[src/rtl/approx_stats_pkg.sv]
// Shared types and default widths for the approximate-multiplier error-statistics engine.
package approx_stats_pkg;

    // Default configuration: 8-bit multiplier operands, 16-bit sample window,
    // relative error carried as Q(.16).
    localparam int PKG_W     = 8;
    localparam int PKG_CNT_W = 16;
    localparam int PKG_FRAC  = 16;

    // Derived widths for the default configuration.
    localparam int PROD_W    = 2 * PKG_W;
    localparam int DIV_W     = 2 * PKG_W + PKG_FRAC;
    localparam int DIV_CYC   = 2 * PKG_W + PKG_FRAC;
    localparam int SUM_ABS_W = PROD_W + PKG_CNT_W;
    localparam int SUM_SGN_W = PROD_W + PKG_CNT_W + 1;
    localparam int SUM_RE_W  = PROD_W + PKG_FRAC + PKG_CNT_W;

    // Engine control states.
    typedef enum logic [1:0] {
        ST_IDLE   = 2'd0,
        ST_ACCUM  = 2'd1,
        ST_DIVIDE = 2'd2,
        ST_DONE   = 2'd3
    } state_e;

endpackage

[src/rtl/seq_restoring_div.sv]
// Sequential restoring divider: one quotient bit per cycle, DVD_W cycles per divide.
// The final quotient is presented combinationally during the last busy cycle
// (q_valid high) so the caller can consume it without an extra wait state.
module seq_restoring_div #(
    parameter int DVD_W = 32,
    parameter int DVS_W = 16
) (
    input  logic             clk,
    input  logic             rst_n,
    input  logic             srst,
    input  logic             start,
    input  logic [DVD_W-1:0] dividend,
    input  logic [DVS_W-1:0] divisor,
    output logic             busy,
    output logic             q_valid,
    output logic [DVD_W-1:0] quotient
);

    localparam int CW = $clog2(DVD_W + 1);
    localparam logic [CW-1:0] CNT_ONE  = {{(CW-1){1'b0}}, 1'b1};
    localparam logic [CW-1:0] CNT_LOAD = CW'(DVD_W);

    logic [DVD_W-1:0] dvd_q, dvd_d;
    logic [DVS_W-1:0] dvs_q, dvs_d;
    logic [DVS_W-1:0] rem_q, rem_d;
    logic [CW-1:0]    cnt_q, cnt_d;
    logic [DVS_W:0]   trial_s;
    logic             ge_s;
    logic [DVS_W-1:0] step_rem_s;
    logic [DVD_W-1:0] step_dvd_s;

    // One restoring step: shift next dividend bit into the remainder, subtract if it fits.
    always_comb begin
        trial_s = {rem_q, dvd_q[DVD_W-1]};
        ge_s    = (trial_s >= {1'b0, dvs_q});
        if (ge_s) begin
            step_rem_s = DVS_W'(trial_s - {1'b0, dvs_q});
        end else begin
            step_rem_s = trial_s[DVS_W-1:0];
        end
        step_dvd_s = {dvd_q[DVD_W-2:0], ge_s};
    end

    // Load on start, iterate while count is non-zero; soft reset cancels an in-flight divide.
    always_comb begin
        dvd_d = dvd_q;
        dvs_d = dvs_q;
        rem_d = rem_q;
        cnt_d = cnt_q;
        if (srst) begin
            dvd_d = {DVD_W{1'b0}};
            dvs_d = {DVS_W{1'b0}};
            rem_d = {DVS_W{1'b0}};
            cnt_d = {CW{1'b0}};
        end else if (start) begin
            dvd_d = dividend;
            dvs_d = divisor;
            rem_d = {DVS_W{1'b0}};
            cnt_d = CNT_LOAD;
        end else if (cnt_q != {CW{1'b0}}) begin
            dvd_d = step_dvd_s;
            rem_d = step_rem_s;
            cnt_d = cnt_q - CNT_ONE;
        end else begin
            cnt_d = cnt_q;
        end
    end

    // Divider state registers.
    always_ff @(posedge clk or negedge rst_n) begin
        if (!rst_n) begin
            dvd_q <= {DVD_W{1'b0}};
            dvs_q <= {DVS_W{1'b0}};
            rem_q <= {DVS_W{1'b0}};
            cnt_q <= {CW{1'b0}};
        end else begin
            dvd_q <= dvd_d;
            dvs_q <= dvs_d;
            rem_q <= rem_d;
            cnt_q <= cnt_d;
        end
    end

    assign busy     = (cnt_q != {CW{1'b0}});
    assign q_valid  = (cnt_q == CNT_ONE);
    assign quotient = step_dvd_s;

endmodule

[src/rtl/approx_err_stats.sv]
// Error-statistics engine: accumulates error count, absolute/signed error-distance
// sums, maximum error distance and relative-error sum over a sample window of
// (exact, approximate) product pairs. Relative error uses a sequential divider
// and stalls the input while it runs.
module approx_err_stats
    import approx_stats_pkg::*;
#(
    parameter int W     = PKG_W,
    parameter int CNT_W = PKG_CNT_W,
    parameter int FRAC  = PKG_FRAC
) (
    input  logic                      clk,
    input  logic                      rst_n,
    input  logic                      start,
    input  logic                      abort,
    input  logic [CNT_W-1:0]          num_samples,
    input  logic                      in_valid,
    output logic                      in_ready,
    input  logic [2*W-1:0]            exact,
    input  logic [2*W-1:0]            apprx,
    output logic                      busy,
    output logic                      done,
    output logic [CNT_W-1:0]          samples_seen,
    output logic [CNT_W-1:0]          err_count,
    output logic [2*W+CNT_W-1:0]      sum_ed_abs,
    output logic [2*W+CNT_W:0]        sum_ed_signed,
    output logic [2*W-1:0]            max_ed,
    output logic [2*W+FRAC+CNT_W-1:0] sum_re
);

    localparam int PW     = 2 * W;
    localparam int DW     = 2 * W + FRAC;
    localparam int SABS_W = PW + CNT_W;
    localparam int SSGN_W = PW + CNT_W + 1;
    localparam int SRE_W  = PW + FRAC + CNT_W;
    localparam logic [CNT_W-1:0] CNT_ONE = {{(CNT_W-1){1'b0}}, 1'b1};

    state_e              state_q, state_d;
    logic [CNT_W-1:0]    num_q, num_d;
    logic [CNT_W-1:0]    samples_seen_q, samples_seen_d;
    logic [CNT_W-1:0]    err_count_q, err_count_d;
    logic [SABS_W-1:0]   sum_ed_abs_q, sum_ed_abs_d;
    logic [SSGN_W-1:0]   sum_ed_signed_q, sum_ed_signed_d;
    logic [PW-1:0]       max_ed_q, max_ed_d;
    logic [SRE_W-1:0]    sum_re_q, sum_re_d;
    logic                in_ready_q, in_ready_d;
    logic                busy_q, busy_d;
    logic                done_q, done_d;

    logic                clear_s, accept_s, div_start_s, div_commit_s, enter_done_s;
    logic [PW:0]         ed_s;
    logic [PW-1:0]       ed_abs_s;
    logic                need_div_s;
    logic [CNT_W-1:0]    seen_inc_s;
    logic                div_busy_s, div_q_valid_s;
    logic [DW-1:0]       div_quot_s;

    // Error distance of the presented pair, in PW+1 signed bits, plus its magnitude.
    always_comb begin
        ed_s = {1'b0, exact} - {1'b0, apprx};
        if (ed_s[PW]) begin
            ed_abs_s = PW'(-ed_s);
        end else begin
            ed_abs_s = ed_s[PW-1:0];
        end
        need_div_s = (exact != {PW{1'b0}}) && (ed_abs_s != {PW{1'b0}});
        seen_inc_s = samples_seen_q + CNT_ONE;
    end

    // Next-state logic; abort overrides every other input.
    always_comb begin
        state_d      = state_q;
        clear_s      = 1'b0;
        accept_s     = 1'b0;
        div_start_s  = 1'b0;
        div_commit_s = 1'b0;
        enter_done_s = 1'b0;
        if (abort) begin
            state_d = ST_IDLE;
        end else begin
            case (state_q)
                ST_IDLE, ST_DONE: begin
                    if (start) begin
                        clear_s = 1'b1;
                        if (num_samples == {CNT_W{1'b0}}) begin
                            state_d      = ST_DONE;
                            enter_done_s = 1'b1;
                        end else begin
                            state_d = ST_ACCUM;
                        end
                    end else begin
                        state_d = state_q;
                    end
                end
                ST_ACCUM: begin
                    if (in_valid) begin
                        accept_s = 1'b1;
                        if (need_div_s) begin
                            div_start_s = 1'b1;
                            state_d     = ST_DIVIDE;
                        end else if (seen_inc_s == num_q) begin
                            state_d      = ST_DONE;
                            enter_done_s = 1'b1;
                        end else begin
                            state_d = ST_ACCUM;
                        end
                    end else begin
                        state_d = ST_ACCUM;
                    end
                end
                ST_DIVIDE: begin
                    // A divider that went idle without q_valid drops the sample's RE
                    // contribution instead of hanging the window.
                    if (div_q_valid_s || !div_busy_s) begin
                        div_commit_s = div_q_valid_s;
                        if (samples_seen_q == num_q) begin
                            state_d      = ST_DONE;
                            enter_done_s = 1'b1;
                        end else begin
                            state_d = ST_ACCUM;
                        end
                    end else begin
                        state_d = ST_DIVIDE;
                    end
                end
                default: begin
                    state_d = ST_IDLE;
                end
            endcase
        end
    end

    // Registered status outputs decoded from the next state.
    always_comb begin
        in_ready_d = (state_d == ST_ACCUM);
        busy_d     = (state_d == ST_ACCUM) || (state_d == ST_DIVIDE);
        done_d     = enter_done_s;
    end

    // Accumulator datapath: clear on start, update on accept, add quotient on divide completion.
    always_comb begin
        num_d           = num_q;
        samples_seen_d  = samples_seen_q;
        err_count_d     = err_count_q;
        sum_ed_abs_d    = sum_ed_abs_q;
        sum_ed_signed_d = sum_ed_signed_q;
        max_ed_d        = max_ed_q;
        sum_re_d        = sum_re_q;
        if (clear_s) begin
            num_d           = num_samples;
            samples_seen_d  = {CNT_W{1'b0}};
            err_count_d     = {CNT_W{1'b0}};
            sum_ed_abs_d    = {SABS_W{1'b0}};
            sum_ed_signed_d = {SSGN_W{1'b0}};
            max_ed_d        = {PW{1'b0}};
            sum_re_d        = {SRE_W{1'b0}};
        end else if (accept_s) begin
            samples_seen_d  = seen_inc_s;
            err_count_d     = err_count_q + {{(CNT_W-1){1'b0}}, (ed_abs_s != {PW{1'b0}})};
            sum_ed_abs_d    = sum_ed_abs_q + SABS_W'(ed_abs_s);
            sum_ed_signed_d = sum_ed_signed_q + {{(SSGN_W-PW-1){ed_s[PW]}}, ed_s};
            if (ed_abs_s > max_ed_q) begin
                max_ed_d = ed_abs_s;
            end else begin
                max_ed_d = max_ed_q;
            end
        end else if (div_commit_s) begin
            sum_re_d = sum_re_q + SRE_W'(div_quot_s);
        end else begin
            sum_re_d = sum_re_q;
        end
    end

    // State, accumulator and output registers.
    always_ff @(posedge clk or negedge rst_n) begin
        if (!rst_n) begin
            state_q         <= ST_IDLE;
            num_q           <= {CNT_W{1'b0}};
            samples_seen_q  <= {CNT_W{1'b0}};
            err_count_q     <= {CNT_W{1'b0}};
            sum_ed_abs_q    <= {SABS_W{1'b0}};
            sum_ed_signed_q <= {SSGN_W{1'b0}};
            max_ed_q        <= {PW{1'b0}};
            sum_re_q        <= {SRE_W{1'b0}};
            in_ready_q      <= 1'b0;
            busy_q          <= 1'b0;
            done_q          <= 1'b0;
        end else begin
            state_q         <= state_d;
            num_q           <= num_d;
            samples_seen_q  <= samples_seen_d;
            err_count_q     <= err_count_d;
            sum_ed_abs_q    <= sum_ed_abs_d;
            sum_ed_signed_q <= sum_ed_signed_d;
            max_ed_q        <= max_ed_d;
            sum_re_q        <= sum_re_d;
            in_ready_q      <= in_ready_d;
            busy_q          <= busy_d;
            done_q          <= done_d;
        end
    end

    seq_restoring_div #(
        .DVD_W (DW),
        .DVS_W (PW)
    ) u_div (
        .clk      (clk),
        .rst_n    (rst_n),
        .srst     (abort),
        .start    (div_start_s),
        .dividend ({ed_abs_s, {FRAC{1'b0}}}),
        .divisor  (exact),
        .busy     (div_busy_s),
        .q_valid  (div_q_valid_s),
        .quotient (div_quot_s)
    );

    assign in_ready      = in_ready_q;
    assign busy          = busy_q;
    assign done          = done_q;
    assign samples_seen  = samples_seen_q;
    assign err_count     = err_count_q;
    assign sum_ed_abs    = sum_ed_abs_q;
    assign sum_ed_signed = sum_ed_signed_q;
    assign max_ed        = max_ed_q;
    assign sum_re        = sum_re_q;

endmodule

[config.mk]
export PLATFORM = sky130hd
export DESIGN_NAME = approx_err_stats
export DESIGN_NICKNAME = d
export VERILOG_FILES = /design/src/rtl/approx_stats_pkg.sv /design/src/rtl/seq_restoring_div.sv /design/src/rtl/approx_err_stats.sv
export SDC_FILE = /design/constraint.sdc
export NUM_CORES = 1
export LEC_CHECK = 0
export CORE_MARGIN = 5
export CORE_UTILIZATION = 40
export CTS_BUF_LIST = sky130_fd_sc_hd__clkbuf_4 sky130_fd_sc_hd__clkbuf_8 sky130_fd_sc_hd__clkbuf_16
export CTS_CLUSTER_SIZE = 16
export DETAILED_ROUTE_END_ITERATION = 12
export PLACE_DENSITY = 0.64
export SLEW_MARGIN = 20
export SYNTH_ARGS = -nofsm -noshare
export SYNTH_HDL_FRONTEND = slang
export SYNTH_SLANG_ARGS = --single-unit
[constraint.sdc]
create_clock -name clk -period 14.85 [get_ports clk]
set_input_delay 2.2275 -clock clk [delete_from_list [all_inputs] [get_ports clk]]
set_output_delay 2.2275 -clock clk [all_outputs]
set_load 0.01 [all_outputs]
==> metrics.md <==
| Metric | Value |
|---|---|
| Outcome | `finished, final reports clean` |
| Ys flop type | `dfrtp_1` |
| Mux contribution to synthesized area | `0.008116` |
| Initial core utilization | `0.4027` |
| Vias in the first global route | `15,590` |
| Compound-gate portion of the synthesized area | `0.2074` |
| Post-synthesis xor/xnor area fraction | `0.08829` |
| RSZ-0062 raised after global routing | `no` |
| Clk sink count | `252` |
| Hold Path Class | `reg -> reg` |
| Post-synth EDFFs | `0` |
| First-pass GRT wire length | `86,480 µm` |
| Slew Limit Headroom | `0.2421` |
| Post-layout min period | `8579 ps` |
| Adder-cell share of the synthesized area | `0.1016` |
| H-tree levels | `1` |
| TritonCTS buffer count | `31` |
| Final wirelength | `54,670 µm` |
| F_max | `0.1166 GHz` |
| Antenna violations before repair | `4` |
| Vias per std cell | `5.569` |
| Remaining global-route overflow | `0` |
| Setup TNS Final | `0 ps` |
| Core area | `44,030 µm²` |
| Part of the cycle the worst path needs | `0.5777` |
| # DRC | `0` |
| Clock Path Buffers | `3` |
| Max-cap violations | `0` |
| Power density cells | `178.3 nW/µm²` |
| Post-synth cell types | `88` |
| Via count | `16,080` |
| Worst hold slack | `500.8 ps` |
| Warnings, synthesis | `0` |
| Commonest non-fill, non-tap cell in the layout | `nand2_1` |
| Cell Area, Synth | `17,730 µm²` |
| Final hold vios | `0` |
| Syn Inst Count | `2,085` |
| Final Net Count | `2,462` |
| Drt initial violations | `1,132` |
| Clk slew on worst S/H paths | `60 ps` |
| Die width | `220.5 µm` |
| Syn nets | `2,279` |
| IO buf count | `216` |
| Nature of the critical path endpoint | `register` |
| Reg-to-reg slack, setup | `8620 ps` |
| Final setup violation count | `0` |
| Worst-Skew Late Latency | `580 ps` |
| DP HPWL | `40,340 µm` |
| Post-Synth Simple-Gate Area | `0.1942` |
| Clk Tree Root Cell | `clkbuf_16` |
| Crit path DAT | `9010 ps` |
| Hold_buf cts | `0` |
| Least-Margin Pin Slew | `1134 ps` |
| Mean post-synth cell area | `8.503 µm²` |
| Die ar. | `48,630 µm²` |
| Die H | `220.5 µm` |
| Maximum vdd drop | `0.1001 mV` |
| Flop and latch count out of synthesis | `252` |
| I/O pin cnt | `217` |
| Syn-to-layout area delta | `21.30%` |
| Worst Setup Start Kind | `primary input` |
| CTS tree | `yes` |
| CP max FO | `15` |
| Clock skew | `16.65 ps` |
| RD Place Congestion | `0.9258` |
| DRT Pass-1 Iters | `6` |
| Leakage dissipation | `9.489 nW` |
| Post-route antenna net violation count | `0` |
| Layout cells sized above 1 | `0.05628` |
| CP required | `15,280 ps` |
| Register area share after synthesis | `0.3557` |
| Setup Fix Bufs, Post-CTS | `0` |
| Critical path class | `in -> reg` |
| Final max-slew violation count | `0` |
| Largest net degree at the start of global routing | `111` |
| Overall routing resource usage | `0.2185` |
| Most frequent cells in the layout | `289 x nand2_1, 252 x dfrtp_1, 214 x clkdlybuf4s50_1` |
| Post_cts resized | `0` |
| Asr flop ratio synth | `1.000` |
| Average wire per standard cell | `18.93 µm` |
| Row cnt | `77` |
| Main combinational cell family by area after synthesis | `compound AO/OA/AOI/OAI gates` |
## report_power, final
| part | switching (mW) | internal, mW |
|---|---|---|
| combinational | 1.17 | 0.865 |
| clock | 0.310 | 0.448 |
| sequential | 0.178 | 0.862 |
## cell type report
class	instances	area (µm²)
Sequential cell	252	6306
Tap cell	592	740.7
Clock inverter	13	107.6
Fill cell	4165	22520
Timing Repair Buffer	238	2331
Antenna cell	4	10.01
Clock buffer	44	923.4
Multi-Input combinational cell	1632	10660
Inverter	113	424.2
## per-layer routing
metal | global-route usage | part of all wire | up-vias
li1 | - | - | 7792
met1 | 0.3023 | 0.45 | 7756
met2 | 0.3508 | 0.47 | 437
met3 | 0.03461 | 0.052 | 97
met4 | 0.07339 | 0.033 | 0
met5 | 0.006061 | 0 | -
## Yosys cell counts, types with 5 or more instances
master	count	area share
o211ai_1	8	0.0034
o21a_1	13	0.0055
fa_1	5	0.0056
xor2_1	78	0.039
nor3_1	53	0.015
xnor2_1	95	0.047
inv_1	108	0.023
a31oi_1	11	0.0039
nor4_1	19	0.0067
o21ai_0	152	0.043
a211oi_1	38	0.016
or2_2	8	0.0028
a22o_1	10	0.0049
nand2_1	290	0.061
nor3_2	6	0.0034
o21bai_1	6	0.0025
mux2i_1	11	0.0062
ha_1	136	0.096
nor2_1	148	0.031
a21oi_1	156	0.044
a41oi_1	6	0.0030
a21o_1	51	0.022
buf_1	8	0.0017
o2111ai_1	5	0.0025
nand3_1	72	0.020
a2111oi_0	6	0.0030
a21boi_0	6	0.0025
a311oi_1	17	0.0084
dfrtp_1	252	0.36
and3_1	18	0.0064
nand4_1	25	0.0088
and2_1	10	0.0035
nand2b_1	26	0.0092
buf_2	11	0.0031
clkbuf_1	65	0.014
or4_1	7	0.0030
or3_1	16	0.0056
nor2b_1	16	0.0056
o31ai_1	32	0.014
and4_1	7	0.0035
## through the flow
stage	instances	cell area [µm²]	utilization	setup WS (ps)	power [mW]
after floorplan	2085	17730	-	7111	2.389
after global routing	2888	21500	0.4884	5642	4.135
after CTS	2884	21490	0.4881	6391	3.853
after detailed placement	2827	20460	0.4647	5810	3.071
after global placement	2827	20460	0.4647	5959	3.033
final	2888	21500	0.4884	6271	3.834
## state kept, by name, indices dropped and copies added, names as in the netlist, 2 cells and up
signal,flops
err_count,16
max_ed,16
num_q,16
samples_seen,16
state_q,2
sum_ed_abs,32
sum_ed_signed,33
sum_re,48
u_div.cnt_q,6
u_div.dvd_q,32
u_div.dvs_q,16
u_div.rem_q,16
## logic make-up (layout without fill, tap and decap cells)
logic type | after synthesis | count (layout)
compound gates | 566 | 566
xor+xnor | 175 | 175
fa+ha+maj | 141 | 141
buf+inv | 201 | 408
flops | 252 | 252
mux | 14 | 14
other cells | 0 | 4
simple gates | 736 | 736
## worst paths after layout
check                      depth (start not counted)                  startpoint                           end
max reg2reg                                       26  u_div.dvs_q[1]$_DFFE_PN0P_        sum_re[36]$_DFFE_PN0P_
min in group asynchronous                          1                       rst_n         sum_re[9]$_DFFE_PN0P_
min reg2reg                                        2       num_q[12]$_DFFE_PN0P_         num_q[12]$_DFFE_PN0P_
min                                                2       num_q[12]$_DFFE_PN0P_         num_q[12]$_DFFE_PN0P_
max in group asynchronous                          2                       rst_n  sum_ed_signed[8]$_DFFE_PN0P_
max                                               24                    exact[0]    sum_ed_abs[26]$_DFFE_PN0P_
## worst max-delay path, stage by stage
cell and delay, ps:
clkdlybuf4s50_1 530, inv_1 70, ha_1 220, fa_1 400, nand2b_1 200, a211oi_1 380, o21ai_0 210, a21oi_1 340
o22a_1 510, clkinv_1 160, o21ai_0 520, inv_1 130, fa_1 450, nor2b_1 120, o21ai_0 100, a21oi_1 220
o21ai_0 100, nand2b_1 120, a21oi_1 110, o311ai_0 690, nand3_1 390, a2111oi_0 580, xnor2_1 170, nor2_1 50
Note: power is estimated with default switching activity, not from simulation.
